===== config.mk =====
export PLATFORM = sky130hd
export DESIGN_NAME = adder32_0_err_monitor
export DESIGN_NICKNAME = d
export VERILOG_FILES = /design/src/rtl/adder32_err_pkg.sv /design/src/rtl/adder32_0_exact_ref.sv /design/src/rtl/adder32_0_err_monitor.sv
export SDC_FILE = /design/constraint.sdc
export NUM_CORES = 1
export LEC_CHECK = 0
export BUFFER_PORTS_ARGS = -buffer_cell sky130_fd_sc_hd__buf_2
export CELL_PAD_IN_SITES_DETAIL_PLACEMENT = 0
export CELL_PAD_IN_SITES_GLOBAL_PLACEMENT = 2
export CORE_AREA = 5 5 203 205
export DETAILED_ROUTE_END_ITERATION = 7
export DIE_AREA = 0 0 208 210
export GPL_ROUTABILITY_DRIVEN = 0
export PLACE_DENSITY_LB_ADDON = 0.1
export SYNTH_ARGS = -nofsm -noshare
export SYNTH_HDL_FRONTEND = slang
export SYNTH_HIERARCHICAL = 1
export SYNTH_SLANG_ARGS = --single-unit

===== constraint.sdc =====
create_clock -name clk -period 6.7 [get_ports clk]
set_clock_uncertainty 0.15 [all_clocks]
set_input_delay 1.005 -clock clk [delete_from_list [all_inputs] [get_ports clk]]
set_output_delay 1.005 -clock clk [all_outputs]
set_load 0.03 [all_outputs]

===== src/rtl/adder32_err_pkg.sv =====
// Shared widths, in_vec field layout and FSM state encoding for the adder32_0
// error monitor.
package adder32_err_pkg;

  localparam int IN_W    = 11;
  localparam int OUT_W   = 6;
  localparam int ED_W    = 6;
  localparam int HD_W    = 3;

  localparam int A_LSB   = 0;
  localparam int A_W     = 5;
  localparam int B_LSB   = 5;
  localparam int B_W     = 5;
  localparam int CIN_BIT = 10;

  typedef enum logic [1:0] {
    IDLE  = 2'd0,
    RUN   = 2'd1,
    DRAIN = 2'd2,
    DONE  = 2'd3
  } state_t;

endpackage


===== src/rtl/adder32_0_exact_ref.sv =====
// Combinational golden model of the adder32_0 partition.
// Outputs the exact sum plus error distance and Hamming distance to the approximate result.
module adder32_0_exact_ref
  import adder32_err_pkg::*;
(
  input  logic [IN_W-1:0]  in_vec,
  input  logic [OUT_W-1:0] approx_out,
  output logic [OUT_W-1:0] exact,
  output logic [ED_W-1:0]  ed,
  output logic [HD_W-1:0]  hd
);

  logic [A_W-1:0]   a_s;
  logic [B_W-1:0]   b_s;
  logic             cin_s;
  logic [OUT_W-1:0] diff_s;

  // exact sum, absolute error and popcount of differing bits
  always_comb begin
    a_s    = in_vec[A_LSB +: A_W];
    b_s    = in_vec[B_LSB +: B_W];
    cin_s  = in_vec[CIN_BIT];
    exact  = OUT_W'(a_s) + OUT_W'(b_s) + OUT_W'(cin_s);
    if (approx_out >= exact) begin
      ed = ED_W'(approx_out - exact);
    end else begin
      ed = ED_W'(exact - approx_out);
    end
    diff_s = approx_out ^ exact;
    hd     = {HD_W{1'b0}};
    for (int i = 0; i < OUT_W; i++) begin
      hd = hd + HD_W'(diff_s[i]);
    end
  end

endmodule


===== src/rtl/adder32_0_err_monitor.sv =====
// Streaming error-metric accumulator for the approximate adder32_0 partition:
// accept -> stage 1 (exact/ED/HD) -> metric registers, with a bounded-run FSM.
module adder32_0_err_monitor
  import adder32_err_pkg::*;
#(
  parameter int CNT_W = 32,
  parameter int ACC_W = 40
) (
  input  logic             clk,
  input  logic             rst,
  input  logic             start,
  input  logic [CNT_W-1:0] num_samples,
  input  logic             in_valid,
  output logic             in_ready,
  input  logic [IN_W-1:0]  in_vec,
  input  logic [OUT_W-1:0] approx_out,
  output logic             busy,
  output logic             done,
  output logic [CNT_W-1:0] sample_count,
  output logic [CNT_W-1:0] err_count,
  output logic [ACC_W-1:0] ed_sum,
  output logic [ED_W-1:0]  ed_max,
  output logic [ACC_W-1:0] hd_sum
);

  localparam int SUM_W = ACC_W + 1;

  state_t             state_r, state_nx_s;
  logic [CNT_W-1:0]   accepted_r, accepted_nx_s;
  logic [CNT_W-1:0]   target_r, target_nx_s;
  logic               in_ready_r, ready_nx_s;
  logic               busy_r, done_r;
  logic               clear_s, accept_s;

  logic [OUT_W-1:0]   ref_exact_s;
  logic [ED_W-1:0]    ref_ed_s;
  logic [HD_W-1:0]    ref_hd_s;

  logic               s1_valid_r, s1_err_r;
  logic [ED_W-1:0]    s1_ed_r;
  logic [HD_W-1:0]    s1_hd_r;

  logic [CNT_W-1:0]   sample_count_r, err_count_r;
  logic [ACC_W-1:0]   ed_sum_r, hd_sum_r;
  logic [ED_W-1:0]    ed_max_r;
  logic [SUM_W-1:0]   ed_ext_s, hd_ext_s;
  logic [ACC_W-1:0]   ed_sum_nx_s, hd_sum_nx_s;

  assign accept_s = in_valid && in_ready_r;

  adder32_0_exact_ref u_ref (
    .in_vec     (in_vec),
    .approx_out (approx_out),
    .exact      (ref_exact_s),
    .ed         (ref_ed_s),
    .hd         (ref_hd_s)
  );

  // next-state, accept counter and target; in_ready is precomputed for next cycle
  always_comb begin
    state_nx_s    = state_r;
    accepted_nx_s = accepted_r;
    target_nx_s   = target_r;
    clear_s       = 1'b0;
    case (state_r)
      IDLE, DONE: begin
        if (start) begin
          clear_s       = 1'b1;
          target_nx_s   = num_samples;
          accepted_nx_s = {CNT_W{1'b0}};
          if (num_samples == {CNT_W{1'b0}}) begin
            state_nx_s = DRAIN;
          end else begin
            state_nx_s = RUN;
          end
        end else begin
          state_nx_s = state_r;
        end
      end
      RUN: begin
        accepted_nx_s = accepted_r + CNT_W'(accept_s);
        if (accepted_nx_s >= target_r) begin
          state_nx_s = DRAIN;
        end else begin
          state_nx_s = RUN;
        end
      end
      DRAIN: begin
        if (!s1_valid_r) begin
          state_nx_s = DONE;
        end else begin
          state_nx_s = DRAIN;
        end
      end
      default: state_nx_s = IDLE;
    endcase
    ready_nx_s = (state_nx_s == RUN) && (accepted_nx_s < target_nx_s);
  end

  // control registers
  always_ff @(posedge clk) begin
    if (rst) begin
      state_r    <= IDLE;
      accepted_r <= {CNT_W{1'b0}};
      target_r   <= {CNT_W{1'b0}};
      in_ready_r <= 1'b0;
      busy_r     <= 1'b0;
      done_r     <= 1'b0;
    end else begin
      state_r    <= state_nx_s;
      accepted_r <= accepted_nx_s;
      target_r   <= target_nx_s;
      in_ready_r <= ready_nx_s;
      busy_r     <= (state_nx_s == RUN) || (state_nx_s == DRAIN);
      done_r     <= (state_nx_s == DONE);
    end
  end

  // stage 1: capture per-sample metrics of the accepted vector
  always_ff @(posedge clk) begin
    if (rst || clear_s) begin
      s1_valid_r <= 1'b0;
      s1_err_r   <= 1'b0;
      s1_ed_r    <= {ED_W{1'b0}};
      s1_hd_r    <= {HD_W{1'b0}};
    end else begin
      s1_valid_r <= accept_s;
      s1_err_r   <= (approx_out != ref_exact_s);
      s1_ed_r    <= ref_ed_s;
      s1_hd_r    <= ref_hd_s;
    end
  end

  // saturating sums: a carry out of the ACC_W-bit field clamps to all-ones
  always_comb begin
    ed_ext_s    = {1'b0, ed_sum_r} + SUM_W'(s1_ed_r);
    hd_ext_s    = {1'b0, hd_sum_r} + SUM_W'(s1_hd_r);
    ed_sum_nx_s = ed_ext_s[ACC_W] ? {ACC_W{1'b1}} : ed_ext_s[ACC_W-1:0];
    hd_sum_nx_s = hd_ext_s[ACC_W] ? {ACC_W{1'b1}} : hd_ext_s[ACC_W-1:0];
  end

  // metric accumulators
  always_ff @(posedge clk) begin
    if (rst || clear_s) begin
      sample_count_r <= {CNT_W{1'b0}};
      err_count_r    <= {CNT_W{1'b0}};
      ed_sum_r       <= {ACC_W{1'b0}};
      hd_sum_r       <= {ACC_W{1'b0}};
      ed_max_r       <= {ED_W{1'b0}};
    end else if (s1_valid_r) begin
      sample_count_r <= sample_count_r + {{(CNT_W-1){1'b0}}, 1'b1};
      err_count_r    <= err_count_r + CNT_W'(s1_err_r);
      ed_sum_r       <= ed_sum_nx_s;
      hd_sum_r       <= hd_sum_nx_s;
      if (s1_ed_r > ed_max_r) begin
        ed_max_r <= s1_ed_r;
      end else begin
        ed_max_r <= ed_max_r;
      end
    end else begin
      sample_count_r <= sample_count_r;
      err_count_r    <= err_count_r;
      ed_sum_r       <= ed_sum_r;
      hd_sum_r       <= hd_sum_r;
      ed_max_r       <= ed_max_r;
    end
  end

  assign in_ready     = in_ready_r;
  assign busy         = busy_r;
  assign done         = done_r;
  assign sample_count = sample_count_r;
  assign err_count    = err_count_r;
  assign ed_sum       = ed_sum_r;
  assign ed_max       = ed_max_r;
  assign hd_sum       = hd_sum_r;

endmodule


* Word level (Yosys, flattened, before mapping) *
Cells that the tools add are included.

storage, ports and cells
  word-level logic and storage cells = 63
  register bits after elaboration = 230
  output and inout port bits = 153

operators by class
  $lt $le $gt $ge = 4
  reduce and logical (&&, ||, !) cells = 8
  equal/unequal tests = 7
  add/sub/neg operators = 14
  multiplexer cells = 14
  bitwise logic cells = 1

operators with widths
  operator                                             number
  2-to-1 mux 32 bit                                    3
  2-to-1 mux 40 bit                                    2
  adder 32 x 1 -> 32 bit                               2
  case mux 32 bit (2 select lines)                     1
  adder 40 x 3 -> 41 bit                               1
  adder 40 x 6 -> 41 bit                               1
  adder 32 x 1 -> 32 bit, second input constant        1
  greater-or-equal comparator 32 bit                   1
  zero test 32 bit                                     1
  < comparator 32 bit                                  1
  adder 3 x 1 -> 3 bit                                 4
  subtractor 6 bit                                     2
  equality test 2 bit, second input constant           4
  adder 5 x 5 -> 6 bit                                 1
  adder 6 x 1 -> 6 bit                                 1
  greater-or-equal comparator 6 bit                    1
  greater-than comparator 6 bit                        1
  2-to-1 mux 2 bit                                     3
  2-to-1 mux 6 bit                                     1
  != test 6 bit                                        1
  case mux 2 bit (3 select lines)                      1
  bitwise XOR 6 bit                                    1
  equality test 2 x 1 -> 1 bit, second input constant  2
  2-to-1 mux 1 bit                                     3
  6 further kinds                                      8

* Logic depth before layout (Yosys ltp) *
Gate-level depths: netlist of run 1.

  depth in word-level cells = 8
  depth in mapped cells = 23

* Cells and area by module *
Netlist of run 1, hierarchy kept.

modules (own cells, without submodules)
  module                 area an instance (um2)  seq. area each (um2)  cells each  times used
  adder32_0_err_monitor  12507.0                 4604.4                1474        1
  adder32_0_exact_ref    948.4                   0.0                   116         1

* Worst setup path after synthesis of run 1 *
OpenSTA, ideal clock, no wires.

  kind = input-to-reg
  from = input in_valid
  to = register in_ready_r, in the netlist in_ready
  setup slack = 1.689 ns
  setup time = 0.074 ns
  arrival = 4.787 ns
  stages on the path = 21
  buffers on the path = 1
  cell sequence = and2_1 -> ha_1 -> nand4_1 -> or3_1 -> clkbuf_1 -> or4_4 -> nor2_1 -> xor2_1 -> ha_1 -> a21oi_1 -> o21ai_0 -> a2111oi_0 -> o21ai_0 -> o211ai_1 -> nand3_1 -> nand2_1 -> ha_1 -> nor4bb_1 -> o31ai_1 -> a211o_1 -> a31oi_1

on the way
  word-level cells in the longest chain between the ends = 7
  elaborated cells on any way between the ends = 9
  classes of those cells = add/sub: 1; order compare: 2; eq/ne: 1; mux: 3; reduce/logical: 2

RTL lines
  what                                RTL line                      text
  from (decl)                         adder32_0_err_monitor.sv:13   input logic in_valid,
  logical AND 1 bit                   adder32_0_err_monitor.sv:49   assign accept_s = in_valid && in_ready_r;
  adder 32 x 1 -> 32 bit              adder32_0_err_monitor.sv:81   accepted_nx_s = accepted_r + CNT_W'(accept_s);
  greater-or-equal comparator 32 bit  adder32_0_err_monitor.sv:82   if (accepted_nx_s >= target_r) begin
  2-to-1 mux 2 bit                    adder32_0_err_monitor.sv:82
  case mux 2 bit (3 select lines)     adder32_0_err_monitor.sv:65   case (state_r)
  named net state_nx_s[0]             adder32_0_err_monitor.sv:28   state_t state_r, state_nx_s;
  equality test 2 x 1 -> 1 bit        adder32_0_err_monitor.sv:97   ready_nx_s = (state_nx_s == RUN) && (accepted_nx_s < target_nx_s);
  logical AND 1 bit                   adder32_0_err_monitor.sv:97
  to (signal assigned)                adder32_0_err_monitor.sv:113  in_ready_r <= ready_nx_s;
  to (decl)                           adder32_0_err_monitor.sv:31   logic in_ready_r, ready_nx_s;

The timed path passes the listed nets, and every way through them passes these cells.
A chain may end at the register's enable or synchronous reset.

* Worst setup path in the final report of run 1 *
  from = input in_valid
  to = register in_ready_r, in the netlist in_ready

on the way
  word-level cells in the longest chain between the ends = 7
  elaborated cells on any way between the ends = 9
  classes of those cells = add/sub: 1; order compare: 2; eq/ne: 1; mux: 3; reduce/logical: 2

RTL lines
  what                                RTL line                     text
  logical AND 1 bit                   adder32_0_err_monitor.sv:49
  named net accept_s                  adder32_0_err_monitor.sv:33  logic clear_s, accept_s;
  adder 32 x 1 -> 32 bit              adder32_0_err_monitor.sv:81
  greater-or-equal comparator 32 bit  adder32_0_err_monitor.sv:82
  2-to-1 mux 2 bit                    adder32_0_err_monitor.sv:82
  case mux 2 bit (3 select lines)     adder32_0_err_monitor.sv:65
  named net state_nx_s[1]             adder32_0_err_monitor.sv:28
  equality test 2 x 1 -> 1 bit        adder32_0_err_monitor.sv:97
  logical AND 1 bit                   adder32_0_err_monitor.sv:97

The timed path passes the listed nets, and every way through them passes these cells.

==> flow_summary.yaml, run 1 <==
routing:
  dr_wl_met3_um: 1920
  drc: 0
  route.antenna.remaining_nets: 0
  wl_met1_um: 19800
  avgRoutedWirePerCell_um: 17.3
  dr.pass1.iters: 4
  wl_um: 39900
  vias_per_cell: 5.02
  top_layer: "met4"
  wl_met2_um: 17100
  via_count: 11600
  drt_iter0_drc: 541
min_path:
  min_path_cells: 2
  hold_start: "err_count[31]"
  min_to: "err_count[31]"
  hp-class: "reg -> reg"
worst_setup_path:
  worst_path_dominant_cell_family: "compound AO/OA/AOI/OAI gates"
  rr_worst_depth: 20
  cp_data_required_time_ps: 7040
  max_stage_delay_ps: 690
  startpoint_type: "input port"
  setup.worst_path.class: "in -> reg"
  reg2reg_slack_ps: 1640
  worst_setup_path_end_kind: "flop"
  r2r-start: "in_ready"
  crit_top_cell: "ha_1"
  crit_buf_inv: 2
  worstPathMaxFanout: 11
  crit_slowest_cell: "nor2_1"
  cp_data_arrival_time_ps: 5640
  r2r_end: "in_ready"
  crit_chain: "buf_2, and2_1, ha_1, ha_1, and3_1, nand4bb_2, nor2_1, xnor2_1, ha_1, a41oi_1, o21ai_0, a2111oi_0, o21ai_0, o211ai_1, a21boi_0, inv_1, ha_1, nor4bb_1, o31ai_1, a211o_1, a31oi_1"
pwr:
  leakagePower_nw: 6.92
  ir_worst_vdd_uv: 187
  pwr_density_cell_mw_per_mm2: 256
floorplanning:
  die_area_sq_mm: 0.0437
  die_y_um: 210
  io_pins: 206
  rows: 73
  initial_core_util_pct: 34.3
  die_x_um: 208
  core_sq_mm: 0.0393
clock_tree:
  cts_setup_buffers: 0
  htreeDepth: 1
  clk_latency_ps: 550
  cts-root-buf: "clkbuf_16"
  cts_resized: 0
  path_clk_slew_ps: 60
  clock_sinks: 230
  clock_path_buffers: 3
  postCtsHoldBufs: 0
  cts_tree: "done"
  cts_buffers: 29
timing:
  relSlewSlack_pct: 24.3
  fin_crit_ps: 5310
  tns_ps: 0
  fmax_mhz: 188
  period_share_pct: 79.2
  worstMarginPinSlew_ps: 1140
  slew_violations: 0
  grt_setup_unrepaired: "no"
  finalHoldViolCount: 0
  setup_viol_count_final: 0
logic_synthesis:
  synth_top_area_share_pct: 34.2
  synth_area_sq_mm: 0.0135
  ys_types: 80
  synth_area_leaders: "dfxtp_1 34%, ha_1 9.6%, xor2_1 5.4%"
  synth.top_cells.by_count: "230 x dfxtp_1, 155 x nor2_1, 107 x a21oi_1"
  syn_inst: 1590
  syn-num-nets: 1755
  synth_top_area_cell: "dfxtp_1"
  yosys_most_used_dff: "dfxtp_1"
  yosysWarnings: 6
  async_reset_ff_share_pct: 0
  synth_edf_count: 0
  yosysMostFrequentCell: "dfxtp_1"
  avgSynthCellArea_sq_um: 8.46
  synth_seq_cells: 230
  seq_area_frac_synth_pct: 34.2
global_route:
  grt-ovfl-total: 0
  grt_pass1_wl_um: 62800
  track_usage_pct: 17.4
  grt_start_max_net_pins: 64
  antenna_found_initial: 1
  grt_pass1_vias: 11200
layout:
  diodes: 0
  num-nets-final: 1931
  layout-drive-gt1-share_pct: 16.4
  post-route-util_pct: 40.4
  synthToLayoutAreaGrowth_pct: 17.9
  nFillCells: 4045
run:
  drv_cap: 0
placement:
  dpl.hpwl_um: 30100
  port-buffer-count: 205
run_status:
  status: "finished, final reports clean"
## flip-flops by register name, indices dropped and copies added, names as in the netlist
register      cells
ed_sum           40
hd_sum           40
accepted_r       32
err_count        32
sample_count     32
target_r         32
ed_max            6
s1_ed_r           6
s1_hd_r           3
state_r           2
busy              1
done              1
in_ready          1
s1_err_r          1
s1_valid_r        1
## cell families after synthesis
kind of cell	Yosys count	synth area share, %
buffers and inverters	158	4.84
adder cells (fa/ha/maj)	112	10.9
XOR/XNOR	143	9.36
AND/OR/NAND/NOR	594	23.0
flip-flops	230	34.2
AO/OA/AOI/OAI	307	14.1
multiplexers	46	3.50
## worst max-delay path by stage
stage / start / endpoint / cells after the start
after CTS: in_valid / in_ready / 21
after global placement: in_valid / in_ready / 21
after detailed placement: in_valid / in_ready / 21
after floorplan: in_valid / in_ready / 21
after global routing: in_valid / in_ready / 22
final: in_valid / in_ready / 21
## worst register-to-register path, delay by kind of cell, from the launching register on
family                     cells  cell delay, ps
xor gates and xnor gates       1             160
and+or+nand+nor                5            1630
adders and majority gates      4             900
DFF                            1             320
AOI/OAI and AO/OA              9            1750
buffers and inverters          1              90
## cell type report
| type | instances | area [sq um] | share of cell area [%] |
|---|---|---|---|
| inverters | 91 | 342 | 2.15 |
| well taps | 525 | 657 | 4.14 |
| repair buffers | 212 | 1080 | 6.80 |
| multi-input cells | 1202 | 8220 | 51.8 |
| clock inverters | 7 | 88.8 | 0.560 |
| clock buffers | 44 | 872 | 5.50 |
| flip-flops and latches | 230 | 4600 | 29.0 |
## where the power goes
group,switching [mW],internal [mW],total (mW),leakage (nW)
clock,0.606,0.964,1.57,0.478
sequential,0.0418,1.43,1.48,1.86
combinational,0.641,0.367,1.01,4.58
total,1.29,2.77,4.05,6.92
## metrics by stage
| stage | worst slack, ps | instance area (sq um) | hold slack, ps | power [mW] | std cells |
|---|---|---|---|---|---|
| floorplan | 1690 | 13500 | 335 | 2.23 | 1590 |
| global placement | 955 | 14900 | 316 | 2.53 | 2260 |
| detailed placement | 816 | 14900 | 329 | 2.53 | 2260 |
| CTS | 1420 | 15900 | 339 | 4.13 | 2311 |
| global route | 950 | 15900 | 371 | 4.30 | 2311 |
| finish | 1390 | 15900 | 337 | 4.05 | 2311 |
## metal layers
metal	vias to the layer above	global-route usage, %
met3	51	3.39
met2	241	27.3
met5	-	0
met1	5359	24.7
li1	5956	-
met4	0	4.37
## cells in the final DEF, fill, tap and decap left out, drive strengths merged, types with 5 or more instances in the layout
cell    instances
and3           32
nand2         107
xnor2          60
and4           16
or3            19
nand4          42
nor3           30
or4             5
nor2          155
o21ai          78
o31ai          15
clkbuf         44
dfxtp         230
o211a           6
nor4           20
and2           16
a211oi         11
inv            92
a21oi         107
xor2           83
fa              9
a31oi          19
nor2b          46
a41oi           5
a21o           31
mux2i          44
nor3b           5
nand3          74
nand2b         12
ha            103
buf           212
or2             8
Power figures use the tool's default switching activity.
==> run 2: changes to the inputs <==
CORE_AREA = 5 5 215 217   (was 5 5 203 205)
DIE_AREA = 0 0 220 222   (was 0 0 208 210)
clock period = 4.67 ns   (was 6.7 ns; I/O delays follow)
==> run 2 against run 1 <==
  * Clock-buffer cell count rose by 2
  * Critical endpoint unchanged
  * Largest power group unchanged
  * Setup slack got worse by 1200 ps
  * Via count rose by 1.9%
  * Wire length rose by 5.1%
==> flow_summary.yaml, run 2 (synthesized netlist as in run 1, its figures left out) <==
pwr:
  pwr_density_cell_mw_per_mm2: 361
  leakagePower_nw: 7.18
  ir_worst_vdd_uv: 262
worst_setup_path:
  max_stage_delay_ps: 580
  cp_data_arrival_time_ps: 4840
  startpoint_type: "flop"
  worstPathMaxFanout: 3
  crit_slowest_cell: "or4_4"
  worst_path_dominant_cell_family: "simple AND/OR/NAND/NOR gates"
  worst_setup_path_end_kind: "flop"
  setup.worst_path.class: "reg -> reg"
  cp_data_required_time_ps: 5010
  crit_buf_inv: 0
  crit_chain: "and2_4, ha_4, nand4_1, or3_4, or4_4, xnor2_1, ha_1, a41oi_2, o21ai_0, a2111oi_2, o21ai_1, o211ai_1, nand3_1, nand2_2, ha_4, nor4bb_4, o31ai_1, a211o_1, a31oi_1"
  crit_top_cell: "ha_4"
global_route:
  grt_start_max_net_pins: 111
  antenna_found_initial: 1
  track_usage_pct: 16.6
  grt-ovfl-total: 0
  grt_pass1_wl_um: 66100
  grt_pass1_vias: 11700
timing:
  relSlewSlack_pct: 22.2
  worstMarginPinSlew_ps: 1170
  fin_crit_ps: 4510
  tns_ps: 0
  period_share_pct: 96.5
  fmax_mhz: 222
  finalHoldViolCount: 0
  grt_setup_unrepaired: "yes"
  slew_violations: 0
  setup_viol_count_final: 0
  setup_slack_ps: 164
floorplanning:
  initial_core_util_pct: 30.6
  core_sq_mm: 0.0439
  die_y_um: 222
  die_x_um: 220
  die_area_sq_mm: 0.0488
  rows: 77
  io_pins: 206
routing:
  dr.pass1.iters: 5
  avgRoutedWirePerCell_um: 17.3
  via_count: 11800
  vias_per_cell: 4.87
  route.antenna.remaining_nets: 0
  drc: 0
  drt_iter0_drc: 640
  wl_um: 41900
layout:
  layout-drive-gt1-share_pct: 19.4
  fin_cells: 2430
  design_area_sq_mm: 0.0164
  final_cell_mix: "228 x dfxtp_1, 205 x buf_2, 154 x nor2_1"
  synthToLayoutAreaGrowth_pct: 21.9
  nFillCells: 4685
  num-nets-final: 1980
  layout_commonest_cell: "dfxtp_1"
clock_tree:
  clock_path_buffers: 3
  clock_sinks: 230
  cts-root-buf: "clkbuf_16"
  htreeDepth: 1
  clk_latency_ps: 580
  cts_tree: "done"
  path_clk_slew_ps: 60
  cts_setup_buffers: 0
  cts_buffers: 29
placement:
  dpl.hpwl_um: 31600
  dp_cells: 2376
  post-place-ws_ps: -553
  port-buffer-count: 205
  placed_area_sq_mm: 0.0154
run:
  drv_cap: 0
min_path:
  hp-class: "in -> reg"
run_status:
  status: "finished, final reports clean"
==> run 2: stage by stage <==
stage                     util [%]  power (mW)  hold slack [ps]
after floorplan                  -        3.20              335
after global placement        35.0        3.72              321
after detailed placement      35.0        3.72              332
after CTS                     37.2        6.01              210
after global routing          37.3        6.30              259
final                         37.3        5.92              258
==> run 2: area by class of cell <==
type / instances / area [sq um] / area share, %
diodes: 1 / 2.50 / 0.0153
clock buffers: 46 / 890 / 5.42
clock inverters: 7 / 50.0 / 0.305
inverters: 91 / 342 / 2.08
multi-input cells: 1202 / 8300 / 50.6
flip-flops and latches: 230 / 4610 / 28.1
well taps: 592 / 741 / 4.52
repair buffers: 261 / 1470 / 8.97
==> run 2: power breakdown <==
part | internal, mW | switching (mW) | leakage [nW] | total, mW
Sequential | 2.06 | 0.0609 | 1.86 | 2.12
Combinational | 0.614 | 0.968 | 4.85 | 1.58
Clock | 1.30 | 0.921 | 0.471 | 2.22
==> run 2: tightest hold or removal path, stage by stage <==
cell and delay (ps):
buf_2 90, mux2i_1 80, nor2_1 80
==> run 2: final timing paths <==
check / start / to / slack (ps) / depth (start not counted)
worst max-delay path: in_ready / in_ready / 160 / 19
worst min register to register: err_count[31] / err_count[31] / 330 / 2
worst min-delay path: num_samples[23] / target_r[23] / 260 / 3
worst max register to register: in_ready / in_ready / 160 / 19
==> run 2: layer usage <==
layer,wire [um],part of all wire [%],GRT usage (%),vias to the layer above
met2,18400,44,26.1,231
met4,858,2.0,3.58,0
met1,20900,50,23.8,5496
li1,-,-,-,6054
met5,0,0,0,-
met3,1780,4.2,2.79,45
==> run 2: what timing repair did <==
item | in CTS | in global routing
pin swaps | 2 | 13
gates resized for setup | 1 | 18
hold buffers | 0 | 0
setup endpoints to repair | 1 | 1
